===== src/rtl/ddr_rd_return_buf.sv =====
// DDR read-return buffer: holds read beats from the DDR pipeline and feeds
// the AXI R channel from a registered head. It also keeps a credit count so
// the controller only issues bursts that the buffer has room to return.
// Optional feature macro: DDR_RBUF_OVF_EN (sticky overflow flag on dropped beats).
module ddr_rd_return_buf #(
  parameter int DATA_W     = 16,
  parameter int DEPTH_LOG2 = 5,
  parameter int LEN_W      = 8
) (
  input  logic                  clk,
  input  logic                  rstn_async,
  input  logic [LEN_W-1:0]      req_len,
  input  logic                  req_valid,
  output logic                  read_accessible,
  input  logic                  in_valid,
  input  logic [DATA_W-1:0]     in_data,
  input  logic                  in_last,
  output logic                  rvalid,
  input  logic                  rready,
  output logic [DATA_W-1:0]     rdata,
  output logic                  rlast,
  output logic                  read_respdone,
  output logic [DEPTH_LOG2:0]   level,
  output logic                  ovf
);

  localparam int PW = DEPTH_LOG2 + 1;
  // Credit arithmetic is widened so that a req_len larger than the depth
  // can never wrap and look affordable.
  localparam int CW = ((LEN_W > DEPTH_LOG2) ? LEN_W : DEPTH_LOG2) + 2;
  localparam int DEPTH = 1 << DEPTH_LOG2;
  localparam logic [CW-1:0] DEPTH_C = CW'(DEPTH);
  localparam logic [PW-1:0] DEPTH_P = {1'b1, {DEPTH_LOG2{1'b0}}};

  // Reset: asserts with rstn_async, releases after two clk edges.
  logic [1:0] rst_sync_q;
  logic       rst_n;

  // Two-flop reset release synchroniser.
  always_ff @(posedge clk or negedge rstn_async) begin
    if (!rstn_async) rst_sync_q <= 2'b00;
    else             rst_sync_q <= {rst_sync_q[0], 1'b1};
  end
  assign rst_n = rst_sync_q[1];

  logic [DATA_W:0]   mem_q [DEPTH];
  logic [PW-1:0]     wptr_q, wptr_d, rptr_q, rptr_d;
  logic [PW-1:0]     credits_q, credits_d;
  logic              rvalid_q, rvalid_d;
  logic [DATA_W-1:0] rdata_q, rdata_d;
  logic              rlast_q, rlast_d;
  logic              respdone_q, respdone_d;
  logic              full, pop, push, rsv;
  logic [CW-1:0]     need, cred_w, cred_next;

  assign full = (wptr_q[PW-1] != rptr_q[PW-1]) &&
                (wptr_q[PW-2:0] == rptr_q[PW-2:0]);
  assign pop  = rvalid_q && rready;
  assign push = in_valid && (!full || pop);

  // Credit check and next-credit computation.
  always_comb begin
    need            = {{(CW-LEN_W){1'b0}}, req_len} + CW'(1);
    cred_w          = {{(CW-PW){1'b0}}, credits_q};
    read_accessible = (cred_w >= need);
    rsv             = req_valid && read_accessible;
    cred_next       = cred_w - (rsv ? need : '0) + (pop ? CW'(1) : '0);
    if (cred_next > DEPTH_C) credits_d = DEPTH_P;
    else                     credits_d = cred_next[PW-1:0];
  end

  // Pointer advance and registered head of the buffer. The head is loaded
  // from the entry rptr_d will point at; when that entry is being written
  // this very cycle, it comes from the incoming beat instead of memory.
  always_comb begin
    wptr_d     = wptr_q + (push ? PW'(1) : '0);
    rptr_d     = rptr_q + (pop  ? PW'(1) : '0);
    rvalid_d   = 1'b0;
    rdata_d    = '0;
    rlast_d    = 1'b0;
    respdone_d = pop && rlast_q;
    if (wptr_d != rptr_d) begin
      rvalid_d = 1'b1;
      if (push && (rptr_d == wptr_q)) begin
        rdata_d = in_data;
        rlast_d = in_last;
      end else begin
        {rlast_d, rdata_d} = mem_q[rptr_d[PW-2:0]];
      end
    end
  end

  // Beat storage; contents are don't-care until covered by the pointers.
  always_ff @(posedge clk) begin
    if (push) mem_q[wptr_q[PW-2:0]] <= {in_last, in_data};
  end

  // Control and output state.
  always_ff @(posedge clk or negedge rst_n) begin
    if (!rst_n) begin
      wptr_q     <= '0;
      rptr_q     <= '0;
      credits_q  <= DEPTH_P;
      rvalid_q   <= 1'b0;
      rdata_q    <= '0;
      rlast_q    <= 1'b0;
      respdone_q <= 1'b0;
    end else begin
      wptr_q     <= wptr_d;
      rptr_q     <= rptr_d;
      credits_q  <= credits_d;
      rvalid_q   <= rvalid_d;
      rdata_q    <= rdata_d;
      rlast_q    <= rlast_d;
      respdone_q <= respdone_d;
    end
  end

`ifdef DDR_RBUF_OVF_EN
  logic ovf_q, ovf_d;

  // Sticky flag: a beat arrived while full and nothing left.
  always_comb begin
    ovf_d = ovf_q || (in_valid && full && !pop);
  end

  // Overflow flag register, cleared only by reset.
  always_ff @(posedge clk or negedge rst_n) begin
    if (!rst_n) ovf_q <= 1'b0;
    else        ovf_q <= ovf_d;
  end
  assign ovf = ovf_q;
`else
  assign ovf = 1'b0;
`endif

  assign rvalid        = rvalid_q;
  assign rdata         = rdata_q;
  assign rlast         = rlast_q;
  assign read_respdone = respdone_q;
  assign level         = wptr_q - rptr_q;

endmodule


===== config.mk =====
export PLATFORM = sky130hd
export DESIGN_NAME = ddr_rd_return_buf
export DESIGN_NICKNAME = d
export VERILOG_FILES = /design/src/rtl/ddr_rd_return_buf.sv
export SDC_FILE = /design/constraint.sdc
export NUM_CORES = 1
export LEC_CHECK = 0
export ABC_AREA = 1
export CAP_MARGIN = 10
export CORE_ASPECT_RATIO = 1.25
export CORE_MARGIN = 4
export CORE_UTILIZATION = 27
export DETAILED_ROUTE_END_ITERATION = 6
export GPL_TIMING_DRIVEN = 0
export HOLD_SLACK_MARGIN = 0.02
export SLEW_MARGIN = 20
export SYNTH_ARGS = -nofsm -noshare
export SYNTH_HDL_FRONTEND = slang
export SYNTH_SLANG_ARGS = --single-unit

===== constraint.sdc =====
create_clock -name clk -period 5.68 [get_ports clk]
set_input_delay 1.704 -clock clk [delete_from_list [all_inputs] [get_ports clk]]
set_output_delay 1.704 -clock clk [all_outputs]
set_load 0.01 [all_outputs]

======== After elaboration in Yosys (flattened, before gate mapping) ========
Memory sizes are Yosys's and may differ from the RTL's.
Cells that the tools add are included.
cells by class
  reductions and logical operators ........ 8
  eq/ne operators ......................... 4
  order comparisons ....................... 2
  multiplexer cells ....................... 12
  add/sub/neg operators ................... 6
operator list
  operator                                                        count
  two-way mux 16 bit                                              2
  adder 6 x 1 -> 6 bit                                            2
  adder 10 x 1 -> 10 bit                                          1
  greater-than comparator 10 x 6 -> 1 bit, second input constant  1
  subtractor 6 x 9 -> 10 bit                                      1
  adder 8 x 1 -> 9 bit, second input constant                     1
  greater-or-equal comparator 6 x 9 -> 1 bit                      1
  two-way mux 9 bit                                               1
  two-way mux 1 bit                                               8
  == test 6 bit                                                   1
  logical AND 1 bit                                               6
  two-way mux 6 bit                                               1
  inequality test 6 bit                                           1
  subtractor 6 bit                                                1
  == test 5 bit                                                   1
  logical NOT 1 bit                                               1
  logical OR 1 bit                                                1
  inequality test 1 bit                                           1
word-level totals
  output and inout port bits .............. 27
  bits in registers ....................... 39
  RAM bits ................................ 544
  memories ................................ 1
  input port bits ......................... 30
memories
  memory  words  bits a word  read ports  clocked after memory_dff  write ports  line  text
  mem_q   32     17           1           0                         1            46    logic [DATA_W:0] mem_q [DEPTH];

======== Logic depth before layout (Yosys ltp) ========
Gate-level depths: netlist of run 1.
  depth in word-level cells ............... 9
  depth in mapped cells ................... 25

======== Worst setup path before layout of run 1 ========
Ideal clock, no wire load.
  path type ............................... input to output
  start ................................... input port req_len[0]
  end ..................................... output port read_accessible
  setup slack ............................. 0.728 ns
  data arrival time ....................... 3.248 ns
  cell stages on the path ................. 10
  data required time ...................... 3.976 ns
  path buffers ............................ 0
  cell sequence ........................... ha_1 nand3_1 xor2_1 inv_1 ha_1 nand4_1 o21bai_1 nand3_1 nand2_1 a21boi_1
on the way
  cells in the longest elaborated chain, start to end .. 2
ends and longest elaborated chain
  item                                        line  text
  start, declared                             12    input logic [LEN_W-1:0] req_len,
  adder 8 x 1 -> 9 bit                        63    need = {{(CW-LEN_W){1'b0}}, req_len} + CW'(1);
  greater-or-equal comparator 6 x 9 -> 1 bit  65    read_accessible = (cred_w >= need);
  end, declared                               14    output logic read_accessible,
No other way between the ends.

======== Final worst setup path of run 1 ========
Same ends and word-level chain as after synthesis.

==> results.sh, run 1 <==
export IMPL_worst_slew_pin_slew_ns=0.9810
export IMPL_status="finished clean"
export IMPL_post_place_ws_ns=-0.6210
export IMPL_portBuffers=55
export IMPL_cts_num_sinks=583
export IMPL_initialDrtViolationCount=1829
export IMPL_fin_area_um2=29390
export IMPL_p_comb_frac=0.469
export IMPL_slew_viol_final=0
export IMPL_num_rows=123
export IMPL_synth_top_area_share=0.6601
export IMPL_grt_max_degree=34
export IMPL_syn_inst=2183
export IMPL_dp_hpwl_um=52500
export IMPL_ys_seq_area_frac=0.6995
export IMPL_p_int_mw=9.516
export IMPL_arrival_ns=3.81
export IMPL_vias_per_cell=4.823
export IMPL_placed_cells=3468
export IMPL_min_period_ns=5.511
export IMPL_synth_area_leaders="edfxtp_1 66%, nand3_1 11%, nand2_1 10%"
export IMPL_ys_warnings_count=0
export IMPL_cts_tree="built"
export IMPL_fin_skew_ns=0.01650
export IMPL_synthToLayoutAreaGrowth_pct=18.74
export IMPL_core_area_um2=90490
export IMPL_syn_area_um2=24750
export IMPL_clk_pin_slew_ns=0.06
export IMPL_layout_drive_gt1_share=0.1251
export IMPL_setup_viol=0
export IMPL_cp_max_fo=3
export IMPL_clk_path_buf_depth=3
export IMPL_use_met1=0.1902
export IMPL_fin_cells=3573
export IMPL_antenna_found_initial=6
export IMPL_setup_tns_ns=0
export IMPL_fmax_ghz=0.1815
export IMPL_p_seq_frac=0.309
export IMPL_setup_ws_ns=0.1690
export IMPL_max_slew_margin=0.3441
export IMPL_final_hold_viol_count=0
export IMPL_grt_pass1_wl_um=109900
export IMPL_setup_worst_path_end_class="output port"
export IMPL_cts_max_level=2
export IMPL_cts_made_buffers=55
export IMPL_vias=17230
export IMPL_initial_core_util=0.2735
export IMPL_gp_congestion=0.9229
export IMPL_p_leak_nw=10.86
export IMPL_placed_area_um2=27520
export IMPL_num_io_pins=57
export IMPL_finalCritPeriodShare=0.9702
export IMPL_switching_share=0.4365
export IMPL_finalPower_mw=16.89
export IMPL_p_sw_mw=7.372
export IMPL_worstSetupPathType="input port to output port"
export IMPL_rsz0062_at_grt="false"
export IMPL_dieArea_um2=96600
export IMPL_grt_use_total=0.1521
export IMPL_firstDrtPassIters=7
export IMPL_worst_setup_path_start_kind="input port"
export IMPL_grt_busiest_layer="met2"
export IMPL_overflow=0
export IMPL_ys_types=37
export IMPL_final_nets=2405
export IMPL_wl_per_cell_um=21.27
export IMPL_post_route_drc_count=0
export IMPL_dieWidth_um=278.8
export IMPL_maxCapViolCount=0
export IMPL_use_met2=0.2615
export IMPL_power_frac_clock=0.222
export IMPL_hp_class="register to async pin"
export IMPL_grt_pass1_vias=16470
export IMPL_crit_required_ns=3.98
export IMPL_ant_nets=0
export IMPL_holdBufCountCts=0
export IMPL_syn_area_per_cell_um2=11.34
export IMPL_use_met3=0.02304
export IMPL_yosysTopAreaCell="edfxtp_1"
export IMPL_irDropWorstVdd_mv=0.2994
export IMPL_cts_root_buf="clkbuf_16"
export IMPL_power_density_nw_per_um2=574.7
export IMPL_die_h_um=346.5
export IMPL_yosys_register_bits=583
export IMPL_insertion_delay_ns=0.62
export IMPL_routed_wl_um=75990
[layer usage]
metal  part of all wire  vias to the layer above
met2               0.49                      742
li1                   -                     7960
met4              0.049                        4
met1               0.39                     8338
met5            0.00036                        -
met3              0.067                      189
[kinds of logic after synthesis]
group,share of synthesized area
and+or+nand+nor,0.2384
DFF,0.6995
buffers and inverters,0.03605
adders and majority gates,0.01628
AOI/OAI and AO/OA,0.004146
xor gates and xnor gates,0.005258
other,0.0003034
[synth_stat cells, drive strengths merged]
library cell and number:
nand3 540, o21ai 5, o211ai 1, buf 105, conb 2, nand2 670, xor2 9, inv 66
clkinv 1, a21oi 11, o21bai 1, dfstp 1, nand3b 3, nor3 1, or2 3, xnor2 5
a21boi 1, dfrtp 38, fa 2, ha 29, nand4 23, clkbuf 16, nor2 106, edfxtp 544
[power groups by stage]
stage | logic (mW) | registers (mW) | clock network (mW)
3_3_place_gp | 7.68 | 5.32 | 0
5_1_grt | 8.53 | 5.25 | 3.96
2_1_floorplan | 4.54 | 5.32 | 0
4_1_cts | 7.87 | 5.22 | 3.79
6_report | 7.93 | 5.22 | 3.75
3_5_place_dp | 7.84 | 5.31 | 0
[path summary, 6_finish.rpt]
| check | from | endpoint | slack (ns) | depth (start not counted) |
|---|---|---|---|---|
| worst min register to register | rst_sync_q[1] | rvalid | 0.22 | 0 |
| worst max register to register | rvalid | rdata[9] | 2.09 | 14 |
| worst min-delay path | rst_sync_q[1] | rvalid | 0.22 | 0 |
| min in group clk | rst_sync_q[0] | rst_sync_q[1] | 0.36 | 0 |
| worst max-delay path | req_len[0] | read_accessible | 0.17 | 12 |
| max in group asynchronous | rstn_async | rst_sync_q[1] | 4.30 | 1 |
[registers in the layout, indices dropped and copies added, names as in the netlist]
signal / count
wptr_q: 6
rvalid: 1
read_respdone: 1
rst_sync_q: 2
mem_q: 544
credits_q: 6
rdata: 16
rlast: 1
rptr_q: 6
[layout by cell type (no fill, tap or decap), drive strengths merged, types with 2 or more instances in the layout]
cell           netlist  routed
a21oi               11      11
buf                105     171
bufinv               0       8
clkbuf              16      90
clkdlybuf4s50        0      37
clkinv               1      13
conb                 2       3
dfrtp               38      38
diode                0       3
edfxtp             544     544
fa                   2       2
ha                  29      29
inv                 66      67
nand2              670     670
nand3              540     540
nand3b               3       3
nand4               23      23
nor2               106     106
o21ai                5       5
or2                  3       3
xnor2                5       5
xor2                 9       9
[area by class of cell]
| cell class | count | area (µm²) |
|---|---|---|
| antenna | 3 | 7.507 |
| timing repair buffer | 103 | 1206 |
| sequential | 583 | 17310 |
| buffer | 121 | 636.9 |
| inverter | 67 | 255.2 |
| tap | 1187 | 1485 |
| fill | 9088 | 61110 |
| clock inverter | 22 | 317.8 |
| clock buffer | 74 | 1469 |
| multi-input combinational | 1413 | 6694 |
[critical path, cell delays in order]
cell,delay [ns]
clkdlybuf4s50_1,0.50
ha_2,0.21
nand3_2,0.11
xor2_2,0.16
inv_1,0.06
ha_1,0.31
nand4_1,0.09
o21bai_1,0.16
nand3_1,0.08
nand2_1,0.10
a21boi_4,0.20
buf_6,0.12
[metrics by stage]
stage | hold WS (ns) | util
3_3_place_gp | 0.3363 | 0.2960
2_1_floorplan | 0.3312 | -
6_report | 0.2232 | 0.3247
4_1_cts | 0.2266 | 0.3244
3_5_place_dp | 0.2257 | 0.3041
5_1_grt | 0.2541 | 0.3247
[what timing repair did]
action	CTS	global route
buffers inserted	5	1
resized for setup	7	3
pin swaps	2	1
setup endpoints to repair	1	1
Note: power is estimated with default switching activity, not from simulation.
==> run 2: changes to the inputs <==
- CORE_UTILIZATION: 27 -> 30
- clock period: 5.68 -> 5.4 ns (I/O delays scaled with it)
==> run 2 against run 1 <==
  * Design area shrank 0.68%
  * Critical endpoint unchanged
  * Non-clock buffer count shrank 9
  * Sequential power grew 5.2%
  * Largest cell class unchanged
  * Global-route usage grew 1.7 points
  * Setup slack gained 0.051 ns
  * Sequential share of layout area grew 0.40 points
  * Via count grew 0.11%
  * Worst hold slack gained 0.020 ns
  * Clock-buffer cell count shrank 12
  * First-iteration DRC count shrank 13%
==> results.sh, run 2 (synthesis gave the netlist of run 1 again) <==
export IMPL_placed_area_um2=27310
export IMPL_fin_cells=3452
export IMPL_core_area_um2=81690
export IMPL_fin_skew_ns=0.02103
export IMPL_grt_use_total=0.1690
export IMPL_r2r_cells=13
export IMPL_cpMostUsedCell="nand2_1"
export IMPL_multiInputGateArea_um2=6743
export IMPL_cts_tree="built"
export IMPL_switching_share=0.4402
export IMPL_gp_congestion=0.9186
export IMPL_post_route_drc_count=0
export IMPL_cp_cell_sequence="clkdlybuf4s50_1, nand2_1, nor2_1, or2_2, nand2_1, ha_1, nand4_1, o21bai_1, nand3_1, nand2_2, a21boi_4, buf_6"
export IMPL_num_rows=117
export IMPL_grt_pass1_wl_um=108900
export IMPL_fillers=8026
export IMPL_max_slew_margin=0.3660
export IMPL_cpMaxStageDelayCell="clkdlybuf4s50_1"
export IMPL_antenna_found_initial=4
export IMPL_p_int_mw=9.916
export IMPL_clk_pin_slew_ns=0.06
export IMPL_setup_ws_ns=0.2196
export IMPL_cts_max_level=2
export IMPL_crit_required_ns=3.78
export IMPL_grt_pass1_vias=16630
export IMPL_grt_max_degree=34
export IMPL_initial_core_util=0.3030
export IMPL_overflow=0
export IMPL_routed_wl_um=75560
export IMPL_fin_area_um2=29190
export IMPL_placed_cells=3347
export IMPL_insertion_delay_ns=0.61
export IMPL_finalCritPeriodShare=0.9593
export IMPL_p_comb_frac=0.470
export IMPL_p_sw_mw=7.797
export IMPL_cts_made_buffers=55
export IMPL_layout_drive_gt1_share=0.1278
export IMPL_p_leak_nw=10.84
export IMPL_power_density_nw_per_um2=606.9
export IMPL_clk_path_buf_depth=3
export IMPL_firstDrtPassIters=6
export IMPL_cts_num_sinks=583
export IMPL_status="finished clean"
export IMPL_num_io_pins=57
export IMPL_dieArea_um2=87190
export IMPL_hp_class="register to async pin"
export IMPL_setup_viol=0
export IMPL_wl_per_cell_um=21.89
export IMPL_ant_nets=0
export IMPL_setup_worst_path_end_class="output port"
export IMPL_power_frac_clock=0.220
export IMPL_vias=17250
export IMPL_maxCapViolCount=0
export IMPL_dieWidth_um=264.9
export IMPL_regArea_um2=17310
export IMPL_portBuffers=55
export IMPL_fmax_ghz=0.1930
export IMPL_final_hold_viol_count=0
export IMPL_cp_max_fo=3
export IMPL_max_stage_delay_ns=0.56
export IMPL_die_h_um=329.1
export IMPL_rsz0062_at_grt="false"
export IMPL_worstSetupPathType="input port to output port"
export IMPL_p_seq_frac=0.310
export IMPL_largest_reg_flops=544
export IMPL_final_nets=2396
export IMPL_vias_per_cell=4.998
export IMPL_final_common_cell="nand2_1"
export IMPL_final_cell_mix="656 x nand2_1, 544 x edfxtp_1, 537 x nand3_1, 88 x buf_2, 67 x nor2_1"
export IMPL_post_place_ws_ns=-0.6982
export IMPL_worst_setup_path_start_kind="input port"
export IMPL_irDropWorstVdd_mv=0.3028
export IMPL_min_period_ns=5.180
export IMPL_arrival_ns=3.56
export IMPL_worst_slew_pin_slew_ns=0.9483
export IMPL_cts_root_buf="clkbuf_16"
export IMPL_dp_hpwl_um=52440
export IMPL_synthToLayoutAreaGrowth_pct=17.93
export IMPL_slew_viol_final=0
export IMPL_initialDrtViolationCount=1587
[run 2: cell types whose count changed in the layout (fill, tap and decap cells not counted), sizes merged]
cell           previous run  this run
inv                      67        68
dlymetal6s2s              0         2
buf                     171       162
clkinvlp                  1         4
clkbuf                   90        78
bufinv                    8         6
clkdlybuf4s50            37        35
clkinv                   13        27
[run 2: final timing paths]
path,start,end,slack [ns]
worst min-delay path,rst_sync_q[1],credits_q[0],0.24
worst min register to register,rst_sync_q[1],credits_q[0],0.24
worst max register to register,rvalid,rdata[6],1.75
worst max-delay path,req_len[2],read_accessible,0.22
min in group clk,rst_sync_q[0],rst_sync_q[1],0.36
max in group asynchronous,rstn_async,rst_sync_q[1],4.09
[run 2: final cells by class]
| type | count | area share |
|---|---|---|
| antenna | 3 | 0.0002572 |
| buffer | 121 | 0.02182 |
| clock buffer | 62 | 0.04913 |
| clock inverter | 38 | 0.01209 |
| inverter | 67 | 0.008745 |
| multi-input combinational | 1413 | 0.2310 |
| sequential | 583 | 0.5932 |
| tap | 1071 | 0.04591 |
| timing repair buffer | 94 | 0.03781 |
[run 2: worst max-delay path, delay by kind of cell]
family,cells,cell delay (ns)
adders and majority gates,1,0.29
buffers and inverters,2,0.68
AOI/OAI and AO/OA,2,0.32
and+or+nand+nor,7,0.62
[run 2: what timing repair did]
| action | CTS | global route |
|---|---|---|
| buffers inserted | 1 | 1 |
| endpoints found under the setup margin | 1 | 6 |
| pin swaps | 2 | 5 |
| hold buffers | 0 | 0 |
| gates cloned | 0 | 0 |
| gates resized for setup | 10 | 7 |
[run 2: power by group through the flow]
| stage | clock network [mW] | registers, mW | logic, mW |
|---|---|---|---|
| floorplan | 0 | 5.60 | 4.77 |
| global placement | 0 | 5.60 | 8.06 |
| detailed placement | 0 | 5.58 | 8.23 |
| CTS | 3.94 | 5.49 | 8.27 |
| global route | 4.10 | 5.52 | 8.96 |
| finish | 3.89 | 5.49 | 8.33 |
[run 2: per-layer routing]
metal / global-route usage / routed length (µm) / vias up
met5: 0 / 13 / -
met4: 0.07949 / 3654 / 2
met3: 0.02555 / 5591 / 169
met2: 0.2923 / 37150 / 750
met1: 0.2082 / 29160 / 8392
li1: - / - / 7939
[run 2: stage by stage]
| step | total power, mW | utilization | TNS, ns | hold slack (ns) |
|---|---|---|---|---|
| floorplan | 10.37 | - | 0 | 0.3312 |
| global placement | 13.65 | 0.3262 | -2.806 | 0.3337 |
| detailed placement | 13.81 | 0.3343 | -2.745 | 0.2544 |
| CTS | 17.69 | 0.3567 | 0 | 0.2609 |
| global route | 18.58 | 0.3572 | 0 | 0.2877 |
| finish | 17.71 | 0.3573 | 0 | 0.2428 |
==> run 3: changes to the inputs <==
- ABC_AREA: 1 -> default
==> run 3 against run 2 <==
  * The flow now finishes with violations (DRC)
  * Clock-buffer cell count grew 8
  * Total power shrank 10%
  * Combinational power shrank 17%
  * Utilization shrank 0.23 points
  * Sequential power is essentially flat
  * Synthesized cell count shrank 47%
  * Maximum frequency shrank 2.2%
  * Non-clock buffer count shrank 69
  * Clock skew shrank 0.0035 ns
  * Register-to-register slack lost 0.34 ns
  * Worst hold slack lost 0.064 ns
  * Critical path type unchanged
  * Largest cell class unchanged
  * Highest routed layer unchanged
==> results.sh, run 3 <==
export IMPL_slew_viol_final=0
export IMPL_num_rows=114
export IMPL_final_common_cell="edfxtp_1"
export IMPL_irDropWorstVdd_mv=0.3293
export IMPL_grt_pass1_vias=12170
export IMPL_p_sw_mw=5.662
export IMPL_clk_path_buf_depth=3
export IMPL_r2r_cells=19
export IMPL_async_flop_share=0.06690
export IMPL_layout_drive_gt1_share=0.2652
export IMPL_grt_max_degree=34
export IMPL_die_h_um=321.2
export IMPL_grt_busiest_layer="met2"
export IMPL_firstDrtPassIters=7
export IMPL_use_met1=0.1683
export IMPL_worst_setup_path_start_kind="input port"
export IMPL_finalCritPeriodShare=0.9805
export IMPL_synthToLayoutAreaGrowth_pct=17.04
export IMPL_synthFlopType="edfxtp_1"
export IMPL_initialDrtViolationCount=1037
export IMPL_switching_share=0.3551
export IMPL_fin_area_um2=27550
export IMPL_final_hold_viol_count=0
export IMPL_grt_pass1_wl_um=82930
export IMPL_cp_max_fo=4
export IMPL_syn_inst=1161
export IMPL_use_met2=0.2327
export IMPL_p_int_mw=10.28
export IMPL_fillers=7205
export IMPL_synth_top_area_share=0.6940
export IMPL_ys_types=59
export IMPL_syn_area_um2=23540
export IMPL_largest_reg_flops=544
export IMPL_placed_area_um2=25880
export IMPL_p_leak_nw=9.050
export IMPL_wl_per_cell_um=23.64
export IMPL_synthTopCellsByCount="544 x edfxtp_1, 136 x mux4_2, 69 x mux2i_1"
export IMPL_hp_class="register to async pin"
export IMPL_maxCapViolCount=0
export IMPL_arrival_ns=3.67
export IMPL_syn_area_per_cell_um2=20.27
export IMPL_setup_worst_path_end_class="output port"
export IMPL_p_seq_frac=0.346
export IMPL_worst_slew_pin_slew_ns=1.057
export IMPL_cts_root_buf="clkbuf_16"
export IMPL_post_route_drc_count=2
export IMPL_antenna_found_initial=3
export IMPL_ant_nets=0
export IMPL_ys_seq_area_frac=0.7355
export IMPL_power_density_nw_per_um2=578.7
export IMPL_vias_per_cell=4.884
export IMPL_overflow=0
export IMPL_final_cell_mix="544 x edfxtp_1, 136 x mux4_2, 69 x mux2i_1, 53 x clkbuf_16, 43 x nand2_1"
export IMPL_ys_warnings_count=0
export IMPL_initial_core_util=0.3033
export IMPL_max_slew_margin=0.2840
export IMPL_min_period_ns=5.295
export IMPL_routed_wl_um=56540
export IMPL_finalPower_mw=15.94
export IMPL_synth_edf_count=544
export IMPL_setup_viol=0
export IMPL_r2r_start="credits_q[0]"
export IMPL_dieWidth_um=258.5
export IMPL_use_met3=0.02189
export IMPL_yosys_register_bits=583
export IMPL_vias=11680
export IMPL_final_nets=1368
export IMPL_crit_start="req_len[2]"
export IMPL_dieArea_um2=83030
export IMPL_dp_hpwl_um=38250
export IMPL_grt_use_total=0.1339
export IMPL_synth_area_leaders="edfxtp_1 69%, mux4_2 13%, dfrtp_1 4.0%"
export IMPL_crit_required_ns=3.78
export IMPL_insertion_delay_ns=0.57
export IMPL_status="finished, violations left"
export IMPL_portBuffers=55
export IMPL_cts_num_sinks=583
export IMPL_yosysTopAreaCell="edfxtp_1"
export IMPL_rsz0062_at_grt="false"
export IMPL_core_area_um2=77590
export IMPL_fin_skew_ns=0.01748
export IMPL_power_frac_clock=0.221
export IMPL_violations="DRC"
export IMPL_gp_congestion=0.8778
export IMPL_clk_pin_slew_ns=0.07
export IMPL_cts_made_buffers=53
export IMPL_synth_most_common_cell="edfxtp_1"
export IMPL_num_io_pins=57
export IMPL_cts_tree="built"
export IMPL_worstSetupPathType="input port to output port"
export IMPL_cts_max_level=2
export IMPL_fmax_ghz=0.1889
export IMPL_p_comb_frac=0.433
-- run 3: through the flow --
stage	hold WS (ns)	util	setup WS, ns	TNS [ns]	instances
finish	0.1791	0.3550	0.1051	0	2392
global route	0.2191	0.3550	0.02957	0	2390
CTS	0.1935	0.3546	0.07796	0	2390
detailed placement	0.1854	0.3336	-1.011	-5.790	2295
global placement	0.3391	0.3273	-0.8684	-5.026	2261
floorplan	0.3312	-	0.1528	0	1162
-- run 3: critical path, cell delays in order --
cell and delay [ns]:
clkdlybuf4s50_1 0.53, and3_1 0.20, nand3_1 0.10, xor2_1 0.20
ha_1 0.29, a21oi_2 0.21, o21ai_4 0.09, and2_1 0.16
dlygate4sd2_1 0.28
-- run 3: area by class of cell --
cell class                 instances  area, µm²  area share
antenna                            2      5.005   0.0001817
buffer                            56      332.8     0.01208
clock buffer                      70       1438     0.05218
clock inverter                    24      162.7    0.005904
inverter                          24      90.09    0.003270
multi-input combinational        499       5947      0.2159
sequential                       583      17310      0.6285
tap                             1044       1306     0.04742
timing repair buffer              90      953.4     0.03461
-- run 3: power groups by stage --
stage          Combinational (mW)  Clock [mW]  Sequential, mW
4_1_cts                      6.94        3.61            5.53
6_report                     6.90        3.52            5.52
5_1_grt                      7.30        3.79            5.56
3_3_place_gp                 6.77           0            5.62
3_5_place_dp                 6.91           0            5.62
2_1_floorplan                4.37           0            5.59
-- run 3: what timing repair did --
action	in CTS	in global routing
setup buffers	1	0
gates resized for setup	9	6
setup endpoints to repair	7	6
hold buffers	0	0
pin swaps	1	2
-- run 3: path summary, 6_finish.rpt --
kind / slack, ns / end
max: 0.11 / read_accessible
min: 0.18 / rdata[8]
max reg2reg: 1.41 / credits_q[2]
min reg2reg: 0.18 / rdata[8]
max in group asynchronous: 4.06 / rst_sync_q[1]
min in group clk: 0.35 / rst_sync_q[1]
-- run 3: kinds of logic (layout without fill, tap and decap cells) --
| family | after synthesis | in the layout | synth area share |
|---|---|---|---|
| buffers and inverters | 80 | 264 | 0.01797 |
| other | 2 | 5 | 0.0003191 |
| XOR/XNOR | 31 | 31 | 0.01356 |
| multiplexers | 205 | 205 | 0.1595 |
| flip-flops | 583 | 583 | 0.7355 |
| adder cells (fa/ha/maj) | 31 | 31 | 0.01712 |
| AND/OR/NAND/NOR | 160 | 160 | 0.03195 |
| AO/OA/AOI/OAI | 69 | 69 | 0.02408 |
-- run 3: metal layers --
layer / part of all wire / vias to the layer above
li1: - / 5054
met5: 0.00023 / -
met3: 0.058 / 108
met4: 0.038 / 2
met2: 0.51 / 387
met1: 0.40 / 6132
